<file path="src/rtl/fpu_issue_ctrl_if.sv">
// Command and result handshake bundle for the fpu issue front-end.
// The slave side is the issue controller; the master side is the user
// that sends float ops and consumes results.
interface fpu_issue_ctrl_if;
  logic        cmd_valid;
  logic        cmd_ready;
  logic [2:0]  cmd_op;
  logic [1:0]  cmd_rmode;
  logic [31:0] cmd_opa;
  logic [31:0] cmd_opb;
  logic        res_valid;
  logic        res_ready;
  logic [31:0] res_data;
  logic [7:0]  res_flags;

  modport master (
    output cmd_valid, cmd_op, cmd_rmode, cmd_opa, cmd_opb, res_ready,
    input  cmd_ready, res_valid, res_data, res_flags
  );

  modport slave (
    input  cmd_valid, cmd_op, cmd_rmode, cmd_opa, cmd_opb, res_ready,
    output cmd_ready, res_valid, res_data, res_flags
  );
endinterface

</file>
<file path="src/rtl/fpu_issue_ctrl.sv">
// Issue front-end for a fixed-latency, non-stallable fpu core.
// Registers the fpu operands, follows each issued op through a tag shift
// register, and captures fpu out/flags into a small result FIFO. Issue is
// credit-gated on (ops in flight + results queued) so a result always has a
// FIFO slot when it emerges from the fpu.
module fpu_issue_ctrl #(
  parameter int LATENCY    = 4,
  parameter int FIFO_DEPTH = 4
) (
  input  logic                clk,
  input  logic                rst,
  fpu_issue_ctrl_if.slave     bus,
  output logic [2:0]          fpu_op,
  output logic [1:0]          fpu_rmode,
  output logic [31:0]         fpu_opa,
  output logic [31:0]         fpu_opb,
  input  logic [31:0]         fpu_out,
  input  logic [7:0]          fpu_flags,
  output logic                busy
);

  localparam int AW = (FIFO_DEPTH > 1) ? $clog2(FIFO_DEPTH) : 1;
  localparam int CW = $clog2(FIFO_DEPTH + 1);
  localparam int IW = $clog2(LATENCY + 1);
  localparam int SW = $clog2(LATENCY + FIFO_DEPTH + 1);

  localparam logic [CW-1:0] DEPTH_C  = CW'(FIFO_DEPTH);
  localparam logic [CW-1:0] ONE_C    = CW'(1);
  localparam logic [SW-1:0] CREDIT_C = SW'(FIFO_DEPTH);

  // Operand registers feeding the fpu
  logic [2:0]  fpu_op_q, fpu_op_d;
  logic [1:0]  fpu_rmode_q, fpu_rmode_d;
  logic [31:0] fpu_opa_q, fpu_opa_d;
  logic [31:0] fpu_opb_q, fpu_opb_d;

  // One bit per fpu pipeline stage: set where a live op currently sits
  logic [LATENCY-1:0] tag_q, tag_d;

  // Result FIFO: storage array plus a registered head copy
  logic [31:0]   data_mem_q  [FIFO_DEPTH];
  logic [7:0]    flags_mem_q [FIFO_DEPTH];
  logic [AW-1:0] wr_ptr_q, wr_ptr_d;
  logic [AW-1:0] rd_ptr_q, rd_ptr_d;
  logic [CW-1:0] fcount_q, fcount_d;
  logic [31:0]   head_data_q, head_data_d;
  logic [7:0]    head_flags_q, head_flags_d;
  logic [AW-1:0] next_rd;

  logic [IW-1:0] inflight;
  logic          cmd_ready;
  logic          issue;
  logic          push;
  logic          pop;

  // Count live ops in the fpu pipeline
  always_comb begin
    inflight = '0;
    for (int i = 0; i < LATENCY; i++) begin
      inflight = inflight + IW'(tag_q[i]);
    end
  end

  // Credit check uses registered state only, so ready never depends on valid
  assign cmd_ready = (SW'(inflight) + SW'(fcount_q)) < CREDIT_C;
  assign issue     = bus.cmd_valid && cmd_ready;
  assign push      = tag_q[LATENCY-1];
  assign pop       = bus.res_ready && (fcount_q != '0);

  // Tag pipe: new tag enters on issue, every stage shifts each cycle
  assign tag_d[0] = issue;
  generate
    for (genvar gi = 1; gi < LATENCY; gi++) begin : g_tag_shift
      assign tag_d[gi] = tag_q[gi-1];
    end
  endgenerate

  // Load fpu operands on issue, otherwise hold them steady
  always_comb begin
    fpu_op_d    = fpu_op_q;
    fpu_rmode_d = fpu_rmode_q;
    fpu_opa_d   = fpu_opa_q;
    fpu_opb_d   = fpu_opb_q;
    if (issue) begin
      fpu_op_d    = bus.cmd_op;
      fpu_rmode_d = bus.cmd_rmode;
      fpu_opa_d   = bus.cmd_opa;
      fpu_opb_d   = bus.cmd_opb;
    end
  end

  // FIFO pointer/occupancy update and head register refill
  always_comb begin
    wr_ptr_d     = wr_ptr_q;
    rd_ptr_d     = rd_ptr_q;
    fcount_d     = fcount_q;
    head_data_d  = head_data_q;
    head_flags_d = head_flags_q;
    next_rd      = rd_ptr_q + AW'(1);

    if (push) wr_ptr_d = wr_ptr_q + AW'(1);
    if (pop)  rd_ptr_d = next_rd;

    if (push && !pop)      fcount_d = fcount_q + ONE_C;
    else if (!push && pop) fcount_d = fcount_q - ONE_C;

    // Following entry is already stored when more than one is queued;
    // otherwise the incoming capture becomes the head directly. An empty
    // FIFO keeps the last popped value on the head.
    if (pop && (fcount_q > ONE_C)) begin
      head_data_d  = data_mem_q[next_rd];
      head_flags_d = flags_mem_q[next_rd];
    end else if (push && ((fcount_q == '0) || (pop && (fcount_q == ONE_C)))) begin
      head_data_d  = fpu_out;
      head_flags_d = fpu_flags;
    end
  end

  // State registers with asynchronous reset
  always_ff @(posedge clk or posedge rst) begin
    if (rst) begin
      fpu_op_q     <= '0;
      fpu_rmode_q  <= '0;
      fpu_opa_q    <= '0;
      fpu_opb_q    <= '0;
      tag_q        <= '0;
      wr_ptr_q     <= '0;
      rd_ptr_q     <= '0;
      fcount_q     <= '0;
      head_data_q  <= '0;
      head_flags_q <= '0;
    end else begin
      fpu_op_q     <= fpu_op_d;
      fpu_rmode_q  <= fpu_rmode_d;
      fpu_opa_q    <= fpu_opa_d;
      fpu_opb_q    <= fpu_opb_d;
      tag_q        <= tag_d;
      wr_ptr_q     <= wr_ptr_d;
      rd_ptr_q     <= rd_ptr_d;
      fcount_q     <= fcount_d;
      head_data_q  <= head_data_d;
      head_flags_q <= head_flags_d;
    end
  end

  // Result storage write, no reset needed on the array
  always_ff @(posedge clk) begin
    if (push) begin
      data_mem_q[wr_ptr_q]  <= fpu_out;
      flags_mem_q[wr_ptr_q] <= fpu_flags;
    end
  end

  // A capture into a full FIFO without a pop would lose a result
  assert property (@(posedge clk) disable iff (rst)
    !(push && (fcount_q == DEPTH_C) && !pop));

  assign fpu_op        = fpu_op_q;
  assign fpu_rmode     = fpu_rmode_q;
  assign fpu_opa       = fpu_opa_q;
  assign fpu_opb       = fpu_opb_q;
  assign bus.cmd_ready = cmd_ready;
  assign bus.res_valid = (fcount_q != '0);
  assign bus.res_data  = head_data_q;
  assign bus.res_flags = head_flags_q;
  assign busy          = (inflight != '0) || (fcount_q != '0);

endmodule

</file>
<file path="src/flat_wrapper.sv">
// flat-port wrapper written by rule: the top's interface ports become plain ports
module fpu_issue_ctrl_flat 
#(
  parameter int LATENCY    = 4,
  parameter int FIFO_DEPTH = 4
)
  (clk, rst, fpu_op, fpu_rmode, fpu_opa, fpu_opb, fpu_out, fpu_flags, busy, bus_cmd_valid, bus_cmd_op, bus_cmd_rmode, bus_cmd_opa, bus_cmd_opb, bus_res_ready, bus_cmd_ready, bus_res_valid, bus_res_data, bus_res_flags);
  fpu_issue_ctrl_if bus_i ();
  input  logic clk;
  input  logic rst;
  output logic [2:0] fpu_op;
  output logic [1:0] fpu_rmode;
  output logic [31:0] fpu_opa;
  output logic [31:0] fpu_opb;
  input  logic [31:0] fpu_out;
  input  logic [7:0] fpu_flags;
  output logic busy;
  input wire logic [$bits(bus_i.cmd_valid)-1:0] bus_cmd_valid;
  input wire logic [$bits(bus_i.cmd_op)-1:0] bus_cmd_op;
  input wire logic [$bits(bus_i.cmd_rmode)-1:0] bus_cmd_rmode;
  input wire logic [$bits(bus_i.cmd_opa)-1:0] bus_cmd_opa;
  input wire logic [$bits(bus_i.cmd_opb)-1:0] bus_cmd_opb;
  input wire logic [$bits(bus_i.res_ready)-1:0] bus_res_ready;
  output wire logic [$bits(bus_i.cmd_ready)-1:0] bus_cmd_ready;
  output wire logic [$bits(bus_i.res_valid)-1:0] bus_res_valid;
  output wire logic [$bits(bus_i.res_data)-1:0] bus_res_data;
  output wire logic [$bits(bus_i.res_flags)-1:0] bus_res_flags;
  assign bus_i.cmd_valid = bus_cmd_valid;
  assign bus_i.cmd_op = bus_cmd_op;
  assign bus_i.cmd_rmode = bus_cmd_rmode;
  assign bus_i.cmd_opa = bus_cmd_opa;
  assign bus_i.cmd_opb = bus_cmd_opb;
  assign bus_i.res_ready = bus_res_ready;
  assign bus_cmd_ready = bus_i.cmd_ready;
  assign bus_res_valid = bus_i.res_valid;
  assign bus_res_data = bus_i.res_data;
  assign bus_res_flags = bus_i.res_flags;
  fpu_issue_ctrl #(.LATENCY(LATENCY), .FIFO_DEPTH(FIFO_DEPTH)) u_core (.clk(clk), .rst(rst), .bus(bus_i), .fpu_op(fpu_op), .fpu_rmode(fpu_rmode), .fpu_opa(fpu_opa), .fpu_opb(fpu_opb), .fpu_out(fpu_out), .fpu_flags(fpu_flags), .busy(busy));
endmodule
</file>
<file path="config.mk">
export PLATFORM = sky130hd
export DESIGN_NAME = fpu_issue_ctrl_flat
export DESIGN_NICKNAME = d
export VERILOG_FILES = /design/src/rtl/fpu_issue_ctrl_if.sv /design/src/rtl/fpu_issue_ctrl.sv /design/src/flat_wrapper.sv
export SDC_FILE = /design/constraint.sdc
export NUM_CORES = 1
export LEC_CHECK = 0
export BUFFER_PORTS_ARGS = -buffer_cell sky130_fd_sc_hd__buf_2
export CAP_MARGIN = 20
export CORE_UTILIZATION = 49
export CTS_BUF_LIST = sky130_fd_sc_hd__clkbuf_16
export DETAILED_ROUTE_END_ITERATION = 8
export GPL_ROUTABILITY_DRIVEN = 1
export HOLD_SLACK_MARGIN = 0.08
export PLACE_DENSITY = 0.73
export SETUP_SLACK_MARGIN = 0.02
export SLEW_MARGIN = 20
export SYNTH_ARGS = -nofsm -noshare
export SYNTH_HDL_FRONTEND = slang
export SYNTH_SLANG_ARGS = --single-unit
</file>
<file path="constraint.sdc">
create_clock -name clk -period 6.39 [get_ports clk]
set_clock_uncertainty 0.05 [all_clocks]
set_input_delay 1.917 -clock clk [delete_from_list [all_inputs] [get_ports clk]]
set_output_delay 1.917 -clock clk [all_outputs]
set_load 0.1 [all_outputs]
</file>
# Word level (Yosys, flattened, before mapping)
# Memories as Yosys holds them, arrays and structs flattened.
# Index checks and enable logic that the tools add are counted.
[word_totals]
reg_bits = 120
ram_bits = 160
input_bits = 113
out_inout_bits = 112
word_cells = 47
mem_count = 2
[memory_table]
columns = ["memory", "words", "word_bits", "rd", "rd_clocked_by_memory_dff", "wr", "line", "source"]
rows = [
  ["u_core.data_mem_q", 4, 32, 1, 0, 1, "fpu_issue_ctrl.sv:41", "logic [31:0] data_mem_q [FIFO_DEPTH];"],
  ["u_core.flags_mem_q", 4, 8, 1, 0, 1, "fpu_issue_ctrl.sv:42", "logic [7:0] flags_mem_q [FIFO_DEPTH];"],
]
[classes]
n_addsub = 8
order_cmp = 2
n_eq_ne = 1
muxes = 8
n_reduce_logical = 16
[op_table]
columns = ["cell", "count"]
rows = [
  ["$mux 32", 2],
  ["$mux 8", 2],
  ["$logic_and 1x1->1", 7],
  ["$add 3x1->3", 2],
  ["$mux 3", 2],
  ["$reduce_bool 3->1", 2],
  ["$add 2x1->2 const B", 2],
  ["$add 3x3->4", 1],
  ["$lt 4x3->1 const B", 1],
  ["$reduce_bool 2->1", 2],
  ["$add 3x1->3 const B", 1],
  ["$eq 3x1->1 const B", 1],
  ["$gt 3x1->1 const B", 1],
  ["$logic_not 3->1", 1],
  ["$sub 3x1->3 const B", 1],
  ["$add 1x1->2", 1],
  ["$logic_not 1->1", 2],
  ["$logic_or 1x1->1", 2],
  ["$mux 1", 2],
]

# Longest topological paths before layout
[logic_depth]
depth_word = 7
depth_mapped = 11
ltp_nobuf = 10

# Worst setup path before layout
# OpenSTA, ideal clock, no wires.
[synth_path]
path_kind = "register to output"
startpoint = "reg u_core.tag_q[0]"
endpoint = "out bus_cmd_ready"
arrival_ns = 2.807
required_ns = 4.423
setup_slack_ns = 1.616
stages_incl_launch_ff = 9
path_buffers = 0
cell_sequence = "dfrtp_1 ha_1 inv_1 fa_1 inv_1 ha_1 ha_1 and3b_2 nor4_4"
[synth_between]
elab_chain_cells = 5
[synth_rtl]
columns = ["element", "line", "source"]
rows = [
  ["from (decl)", "fpu_issue_ctrl.sv:38", "logic [LATENCY-1:0] tag_q, tag_d;"],
  ["from (signal assigned)", "fpu_issue_ctrl.sv:137", "tag_q <= tag_d;"],
  ["$add 1x1->2", "fpu_issue_ctrl.sv:60", "inflight = inflight + IW'(tag_q[i]);"],
  ["$add 3x1->3 (2 in a row)", "fpu_issue_ctrl.sv:60", ""],
  ["$add 3x3->4", "fpu_issue_ctrl.sv:65", "assign cmd_ready = (SW'(inflight) + SW'(fcount_q)) < CREDIT_C;"],
  ["$lt 4x3->1", "fpu_issue_ctrl.sv:65", ""],
  ["to (decl)", "flat_wrapper.sv:24", "output wire logic [$bits(bus_i.cmd_ready)-1:0] bus_cmd_ready;"],
]
# Every way passes these cells.

# Worst setup path in the final report
# Ends and elaborated chain as after synthesis.

==> results.sh <==
export IMPL_status="finished with violations"
export IMPL_violations="design-rule violations"
export IMPL_initial_core_util_pct=50.3
export IMPL_num_vias=5838
export IMPL_cp_arrival_ns=3.13
export IMPL_die_w_um=152
export IMPL_worst_pin_slew_ns=0.905
export IMPL_wl_per_cell_um=19.9
export IMPL_cp_end_kind="primary output"
export IMPL_fin_nets=912
export IMPL_cts_sinks=280
export IMPL_syn_nets=672
export IMPL_yosys_warnings=0
export IMPL_dp_hpwl_mm=13.5
export IMPL_final_layout_size_suffix_gt1_share_pct=58.7
export IMPL_drc=11
export IMPL_clock_latency_ns=0.53
export IMPL_rrSetupSlack_ns=3.06
export IMPL_synth_cells=545
export IMPL_cts_buffers=30
export IMPL_final_setup_tns_ns=0
export IMPL_layout_commonest_cell="buf_2"
export IMPL_fmax_ghz=0.196
export IMPL_cp_start_kind="register"
export IMPL_grt_ovfl_total=0
export IMPL_instances_no_fill=1089
export IMPL_ios=225
export IMPL_num_rows=54
export IMPL_antenna_found_initial=0
export IMPL_final_antenna_net_count=0
export IMPL_final_cell_mix="224 x buf_2, 160 x edfxtp_1, 133 x mux2_2, 118 x dfrtp_1, 40 x mux4_2"
export IMPL_post_cts_resized=0
export IMPL_ys_types=31
export IMPL_drv_slew=0
export IMPL_fill_cells=1582
export IMPL_dieArea_um2=23200
export IMPL_first_iter_violations=325
export IMPL_antenna_cells=0
export IMPL_final_hold_violation_count=0
export IMPL_first_pass_iters=7
export IMPL_cts_root_buffer="clkbuf_16"
export IMPL_place_inst=1033
export IMPL_cts_buffer_depth=3
export IMPL_criticalPathCategory="reg -> out"
export IMPL_routabilityCongestion=0.774
export IMPL_syn_area_um2=11100
export IMPL_ys_ff_latch=280
export IMPL_cts_clk_slew_worst_paths_ns=0.06
export IMPL_min_period_ns=5.10
export IMPL_critical_path_max_fanout=2
export IMPL_grt_pass1_wl_mm=34.6
export IMPL_drt_wl_total_mm=21.7
export IMPL_grt_pass1_vias=6447
export IMPL_setup_viol=0
export IMPL_coreArea_um2=22000
export IMPL_ys_seq_area_share_pct=70.6
export IMPL_postCtsSetupRepairBufs=0
export IMPL_cap_violations=0
export IMPL_rsz0062_at_grt="false"
export IMPL_dieHeight_um=152
export IMPL_cts_htree_levels=1
export IMPL_timing_slew_headroom_pct=39.6
export IMPL_hold_path_class="reg -> reg"
export IMPL_area_delta_synth_final_pct=21.1
export IMPL_viasPerCell=5.36
export IMPL_cts_hold_buffers=0
export IMPL_grt_max_degree=71
export IMPL_cts_tree="done"
export IMPL_worst_ep_required_time_ns=4.42
export IMPL_post_synth_cell_area_avg_um2=20.3
export IMPL_grt_use_total_pct=19.1
export IMPL_numPortBuffers=224
export IMPL_post_route_period_util_pct=79.8
## Yosys cell counts (all sizes together)
cell | n | area (um2)
and3b | 1 | 10.0
mux4 | 40 | 901
nand3 | 1 | 5.00
nor2 | 1 | 3.75
buf | 20 | 183
edfxtp | 160 | 4800
nand2b | 1 | 6.26
ha | 13 | 163
clkbuf | 5 | 18.8
mux2 | 149 | 1710
mux2i | 1 | 10.0
dfrtp | 120 | 3000
nand2 | 4 | 22.5
and2 | 4 | 25.0
or4b | 1 | 10.0
nor4 | 1 | 21.3
xnor2 | 3 | 26.3
fa | 1 | 20.0
nor3 | 1 | 16.3
a211oi | 1 | 7.51
a21oi | 1 | 5.00
inv | 10 | 37.5
o21ai | 3 | 15.0
xor2 | 3 | 26.3
## routing by layer
metal	track usage, %	vias to the layer above	routed length [um]
li1	-	2580	-
met1	25.4	2993	9070
met2	32.7	236	10700
met3	3.95	29	1560
met4	4.42	0	329
met5	0	-	0
## metrics by stage
stage / cell area (um2) / utilization [%] / worst slack [ns] / hold slack (ns)
global route: 13400 / 61.0 / 1.15 / 0.343
detailed placement: 12400 / 56.5 / 1.84 / 0.320
CTS: 13400 / 60.9 / 1.25 / 0.329
finish: 13400 / 61.0 / 1.29 / 0.329
floorplan: 11100 / - / 1.24 / 0.304
global placement: 12400 / 56.5 / 1.91 / 0.311
## state kept, by name (all words and copies together), names as in the netlist
| register | flops |
|---|---|
| u_core.fcount_q | 3 |
| u_core.data_mem_q | 128 |
| u_core.rd_ptr_q | 2 |
| u_core.bus.res_data | 32 |
| u_core.wr_ptr_q | 2 |
| u_core.flags_mem_q | 32 |
| u_core.tag_q | 4 |
| u_core.fpu_opa | 32 |
| u_core.fpu_rmode | 2 |
| u_core.fpu_opb | 32 |
| u_core.fpu_op | 3 |
| u_core.bus.res_flags | 8 |
## path summary, 6_finish.rpt
kind                            cells past startpoint                 endpoint             from
worst max-delay path                                9            bus_cmd_ready  u_core.tag_q[0]
worst min-delay path                                0          u_core.tag_q[3]  u_core.tag_q[2]
worst max register to register                     10       u_core.fpu_opa[27]  u_core.tag_q[0]
worst min register to register                      0          u_core.tag_q[3]  u_core.tag_q[2]
max in group asynchronous                           3  u_core.bus.res_data[12]              rst
min in group asynchronous                           2       u_core.fpu_opa[11]              rst
## cells by family after synthesis
| logic type | Yosys count | share of synthesized area [%] |
|---|---|---|
| AOI/OAI and AO/OA | 5 | 0.249 |
| xor gates and xnor gates | 6 | 0.476 |
| adders and majority gates | 14 | 1.65 |
| buffers and inverters | 35 | 2.16 |
| DFF | 280 | 70.6 |
| muxes | 190 | 23.7 |
| and+or+nand+nor | 15 | 1.09 |
## layout make-up
type,instances,area (um2),share of cell area (%)
sequential,280,7810,58.4
clock inverter,25,195,1.46
multi-input combinational,230,3020,22.6
tap,280,350,2.62
clock buffer,31,776,5.80
timing repair buffer,233,1190,8.88
inverter,10,40.0,0.299
## worst max-delay path, cell delays in order, from the launching register on
cell	delay (ns)
dfrtp_1	0.39
ha_1	0.28
inv_1	0.05
fa_1	0.37
inv_1	0.07
ha_1	0.24
ha_1	0.29
and3b_2	0.22
nor4_4	0.21
buf_2	0.49
Power is not shown: default switching activity piles up to over one toggle a cycle in this logic, so the estimate is an artifact.
